==> src/rtl/keypad_matrix_scanner.sv <==
// keypad_matrix_scanner
// Scans an 8-column x 4-row active-low key matrix one column at a time.
// Each column is driven low for SETTLE_CYCLES cycles, and then its rows are
// sampled into a frame buffer. After column 7 the frame is committed to
// `keys` and `scan_done` pulses.
// Optional feature: define GHOST_REJECT_EN to reject ghosted frames. A frame
// is ghosted when two columns share two or more pressed rows. A rejected
// frame leaves `keys` unchanged and raises `ghost`.
module keypad_matrix_scanner #(
  parameter int unsigned SETTLE_CYCLES = 16
) (
  input  logic        clk,
  input  logic        rst_n,
  input  logic [3:0]  row_sense,
  output logic [7:0]  col_drive,
  output logic [31:0] keys,
  output logic        scan_done,
  output logic        ghost
);

  typedef enum logic [1:0] {
    SETTLE,
    SAMPLE,
    COMMIT
  } state_t;

  localparam logic [7:0] LAST_COUNT = 8'(SETTLE_CYCLES - 1);

  state_t      state, state_next;
  logic [2:0]  col, col_next;
  logic [7:0]  count, count_next;
  logic [31:0] frame, frame_next;
  logic [31:0] keys_next;
  logic [7:0]  col_drive_next;
  logic        scan_done_next;
  logic [3:0]  row_meta, row_sync;

`ifdef GHOST_REJECT_EN
  logic ghost_q, ghost_next;

  // True when any two distinct columns share at least two pressed rows
  function automatic logic frame_ghosted(input logic [31:0] f);
    logic hit;
    hit = 1'b0;
    for (int unsigned i = 0; i < 7; i++) begin
      for (int unsigned j = i + 1; j < 8; j++) begin
        if ($countones(f[i*4 +: 4] & f[j*4 +: 4]) >= 2) begin
          hit = 1'b1;
        end
      end
    end
    return hit;
  endfunction
`endif

  // Two-flop synchronizer for the asynchronous, pulled-up row inputs
  always_ff @(posedge clk or negedge rst_n) begin
    if (!rst_n) begin
      row_meta <= '1;
      row_sync <= '1;
    end else begin
      row_meta <= row_sense;
      row_sync <= row_meta;
    end
  end

  // Scan state and registered outputs
  always_ff @(posedge clk or negedge rst_n) begin
    if (!rst_n) begin
      state     <= SETTLE;
      col       <= '0;
      count     <= '0;
      frame     <= '0;
      keys      <= '0;
      col_drive <= '1;
      scan_done <= 1'b0;
`ifdef GHOST_REJECT_EN
      ghost_q   <= 1'b0;
`endif
    end else begin
      state     <= state_next;
      col       <= col_next;
      count     <= count_next;
      frame     <= frame_next;
      keys      <= keys_next;
      col_drive <= col_drive_next;
      scan_done <= scan_done_next;
`ifdef GHOST_REJECT_EN
      ghost_q   <= ghost_next;
`endif
    end
  end

  // Next-state logic: settle count, row sampling, and frame commit.
  // col_drive is computed from the next state so the registered pin already
  // shows the new column in the first cycle of that column's settle window.
  always_comb begin
    state_next     = state;
    col_next       = col;
    count_next     = count;
    frame_next     = frame;
    keys_next      = keys;
    scan_done_next = 1'b0;
`ifdef GHOST_REJECT_EN
    ghost_next     = ghost_q;
`endif

    case (state)
      SETTLE: begin
        if (count == LAST_COUNT) begin
          state_next = SAMPLE;
        end else begin
          count_next = count + 8'd1;
        end
      end

      SAMPLE: begin
        frame_next[{col, 2'b00} +: 4] = ~row_sync;
        if (col == 3'd7) begin
          state_next = COMMIT;
        end else begin
          col_next   = col + 3'd1;
          count_next = '0;
          state_next = SETTLE;
        end
      end

      COMMIT: begin
`ifdef GHOST_REJECT_EN
        if (frame_ghosted(frame)) begin
          ghost_next = 1'b1;
        end else begin
          keys_next  = frame;
          ghost_next = 1'b0;
        end
`else
        keys_next      = frame;
`endif
        scan_done_next = 1'b1;
        col_next       = '0;
        count_next     = '0;
        state_next     = SETTLE;
      end

      default: begin
        state_next = SETTLE;
        col_next   = '0;
        count_next = '0;
      end
    endcase

    if (state_next == COMMIT) begin
      col_drive_next = '1;
    end else begin
      col_drive_next = ~(8'd1 << col_next);
    end
  end

`ifdef GHOST_REJECT_EN
  assign ghost = ghost_q;
`else
  assign ghost = 1'b0;
`endif

endmodule

==> config.mk <==
export PLATFORM = sky130hd
export DESIGN_NAME = keypad_matrix_scanner
export DESIGN_NICKNAME = d
export VERILOG_FILES = /design/src/rtl/keypad_matrix_scanner.sv
export SDC_FILE = /design/constraint.sdc
export NUM_CORES = 1
export LEC_CHECK = 0
export ABC_AREA = 1
export CELL_PAD_IN_SITES_DETAIL_PLACEMENT = 0
export CELL_PAD_IN_SITES_GLOBAL_PLACEMENT = 1
export CORE_MARGIN = 3
export CORE_UTILIZATION = 38
export DETAILED_ROUTE_END_ITERATION = 10
export PLACE_DENSITY_LB_ADDON = 0.1
export SLEW_MARGIN = 25
export SYNTH_ARGS = -nofsm -noshare
export SYNTH_HDL_FRONTEND = slang
export SYNTH_SLANG_ARGS = --single-unit
==> constraint.sdc <==
create_clock -name clk -period 1.7 [get_ports clk]
set_input_delay 0.51 -clock clk [delete_from_list [all_inputs] [get_ports clk]]
set_output_delay 0.51 -clock clk [all_outputs]
set_load 0.02 [all_outputs]
==> results of run 1 <==
[registers in the layout, summed over array words and instances, names as in the netlist]
name and cells:
col 3, col_drive 8, count 8, frame 32, keys 32, row_meta 4
row_sync 4, scan_done 1, state 2
[cells by family (layout without fill, tap and decap cells)]
group,after synthesis,after routing,share of synthesized area [%]
other cells,1,1,0.0976
buf+inv,34,102,3.78
compound gates,40,40,5.57
simple gates,228,228,26.9
flops,94,94,61.7
fa+ha+maj,6,6,1.95
[stage by stage]
| stage | power, W | utilization [%] |
|---|---|---|
| final | 0.00378 | 48.3 |
| after global routing | 0.00396 | 48.3 |
| after CTS | 0.00386 | 48.0 |
| after detailed placement | 0.00241 | 46.3 |
| after global placement | 0.00241 | 46.3 |
| after floorplan | 0.00233 | - |
[final timing paths]
kind	cells after the start	from	end	slack (ns)
worst max-delay path	1	col_drive[2]	col_drive[2]	0.05
worst min-delay path	1	rst_n	frame[24]	0.08
worst max register to register	9	col[1]	frame[17]	0.14
worst min register to register	0	row_meta[0]	row_sync[0]	0.36
max in group asynchronous	2	rst_n	row_sync[2]	1.05
min in group clk	0	row_meta[0]	row_sync[0]	0.36
[Yosys cell counts]
cell	count
a21oi_1	2
buf_2	7
buf_4	1
clkinv_4	1
conb_1	1
dfrtp_1	78
dfstp_2	16
ha_1	6
inv_1	21
inv_2	4
nand2_1	168
nand2_4	1
nand3_1	28
nand3_2	4
nand3b_4	1
nand4_1	2
nand4_2	2
nand4_4	2
nor2_1	14
nor2_2	1
nor2_4	4
o21ai_0	23
o21ai_1	11
o21ai_2	3
o21bai_1	1
or2_2	1
[final cells by class]
type	instances	area [µm²]	share of cell area (%)
Inverter	26	103	2.16
Clock inverter	7	67.6	1.43
Tap cell	133	166	3.51
Multi-Input combinational cell	275	1350	28.5
Timing Repair Buffer	60	557	11.7
Sequential cell	94	2370	50.0
Clock buffer	9	124	2.61
[power groups by stage]
stage	Sequential (W)	Clock (W)	Combinational [W]
after floorplan	0.00231	0	0.0000166
after global placement	0.00232	0	0.0000902
after detailed placement	0.00232	0	0.0000921
after CTS	0.00228	0.00149	0.0000923
after global routing	0.00228	0.00158	0.000101
final	0.00227	0.00142	0.0000866
[what timing repair did]
item,CTS,global route
hold buffers,0,0
resized for setup,57,6
buffers inserted,1,1
pin swaps,0,1
setup endpoints to repair,45,26
[layer usage]
metal  share of wire (%)  wire (µm)
met1                  47       3620
met2                  47       3630
met3                 3.9        296
met4                 1.5        114
met5                   0          0
==> results.md, run 1 <==
- Measured slew at the worst slew-check pin: 0.515 ns
- CP Max Fanout: 1
- Diode count: 0
- Buffers on Ports: 46
- Sw frac: 24.5%
- #FFs+latches synth: 94
- Die X: 107 µm
- Fin cells: ~600
- Worst Hold Class: in2async
- Post-DP HPWL: around 5.5 mm
- Cell area after layout: 0.00474 mm²
- FMAX: just over 600 MHz
- Critical Path Start Type: flop
- Area delta synth->final: 23.4%
- Initial Util: 39.1%
- Crit-path cells: clkdlybuf4s15_2
- Endpoint type of the worst setup path: primary output
- Clock power frac: between 30% and 40%
- GR Util met2: 24.6%
- Setup CP Type: reg2out
- Layout filler cell count: 973
- Slew Viols, Final: 0
- Cell Area, Placed: 0.00454 mm²
- Max_cap viols: 0
- Antenna viol nets, final: 0
- Sequential Power Share: 60.1%
- Period Utilization, post-route: 97.1%
- Remaining DRCs: 0
- DR vias: between 2000 and 3000
- Avg Inst Size Synth: 9.53 µm²
- Gp weighted congestion: ~0.80
- Internal: roughly 0.0029 W
- Clk sink count: between 90 and 100
- Core area: about 0.0098 mm²
- Met1 Use GR: a little over 20%
- Root Driver: clkbuf_8
- Crit path largest cell delay: between 0.5 and 0.6 ns
- Vias per inst: 4.59
- Setup WS pre-CTS: -0.00569 ns
- Worst Hold Margin: 0.0818 ns
- Core Rows: 36
- GRT Util Overall: approximately 15%
- Final Hold Vio Count: 0
- Total grt overflow: 0
- Relative slew slack: 65.6%
- DR iter-0 viols: 77
- Commonest non-fill, non-tap cell in the layout: nand2_1
- Layer with the highest usage: met2
- Power per cell area: 798 mW/mm²
- DIE AREA: 0.0114 mm²
- Sequential share of the synthesized area: 61.7%
- Worst-path clk slew: 0.11 ns
- Met3 GRT Util: 3.58%
- Count of final setup violators: 0
- CTS Buffer Depth: 2
- Post-Route WL: between 7 and 8 mm
- Synth cell types: 26
- Crit path max-delay cell type: dfstp_2
- Crit path DAT: 1.14 ns
- Final WS setup: about 0.05 ns
- Largest delay share family, worst path: flip-flops
- First drt pass iteration count: 5
- Final Skew: 0.0133 ns
- Global-route wire length before repair: 13.7 mm
- Syn nets: ~420
- Antenna violations before repair: 0
- TritonCTS Buffers: 9
- Cells taking the most area after synthesis: dfrtp_1, nand2_1, dfstp_2
- RSZ-0062 raised after global routing: yes
- H-tree levels: 3
- Ratio of cells with drive above 1 in the final layout: a little under a fifth
- VDD IR max: 0.486 mV
- Yosys Warn Count: 0
- CTS tree: built
- Most frequent cells in the layout: nand2_1, dfrtp_1, dlygate4sd2_1, nand3_1, o21ai_0
- DR WL/cell: 12.7 µm
- Inst Count DP: 586
- Vias in the first global route: between 2000 and 3000
- Worst skew pair latency: 0.36 ns
- Comb power frac: 2.3%
- Pleak: 2.53 nW
- Minimum clock period after layout: 1.65 ns
- Die height: 107 µm
- NetSw: between 0.0009 and 0.001 W
- Status: complete, no violations
- Synth Cell Area: 0.00384 mm²
- WP data required: 1.19 ns
- Top Ports: 48
- Dominant cell type by area after synthesis: dfrtp_1
- Share of the synthesized area in the top cell type: 50.8%
- Final net count: 478
- Largest net degree at the start of global routing: 33
- Cells after Synth: approximately 400
- WP buf/inv: 1
- Setup_tns: 0 ns
Note: power is estimated with default switching activity, not from simulation.
==> run 2, diff against run 1 <==
- ABC_CLOCK_PERIOD_IN_PS: unset -> 1700
- CAP_MARGIN: unset -> 20
==> results of run 2 <==
No change in the layout: final DEF, timing and power equal those of run 1.
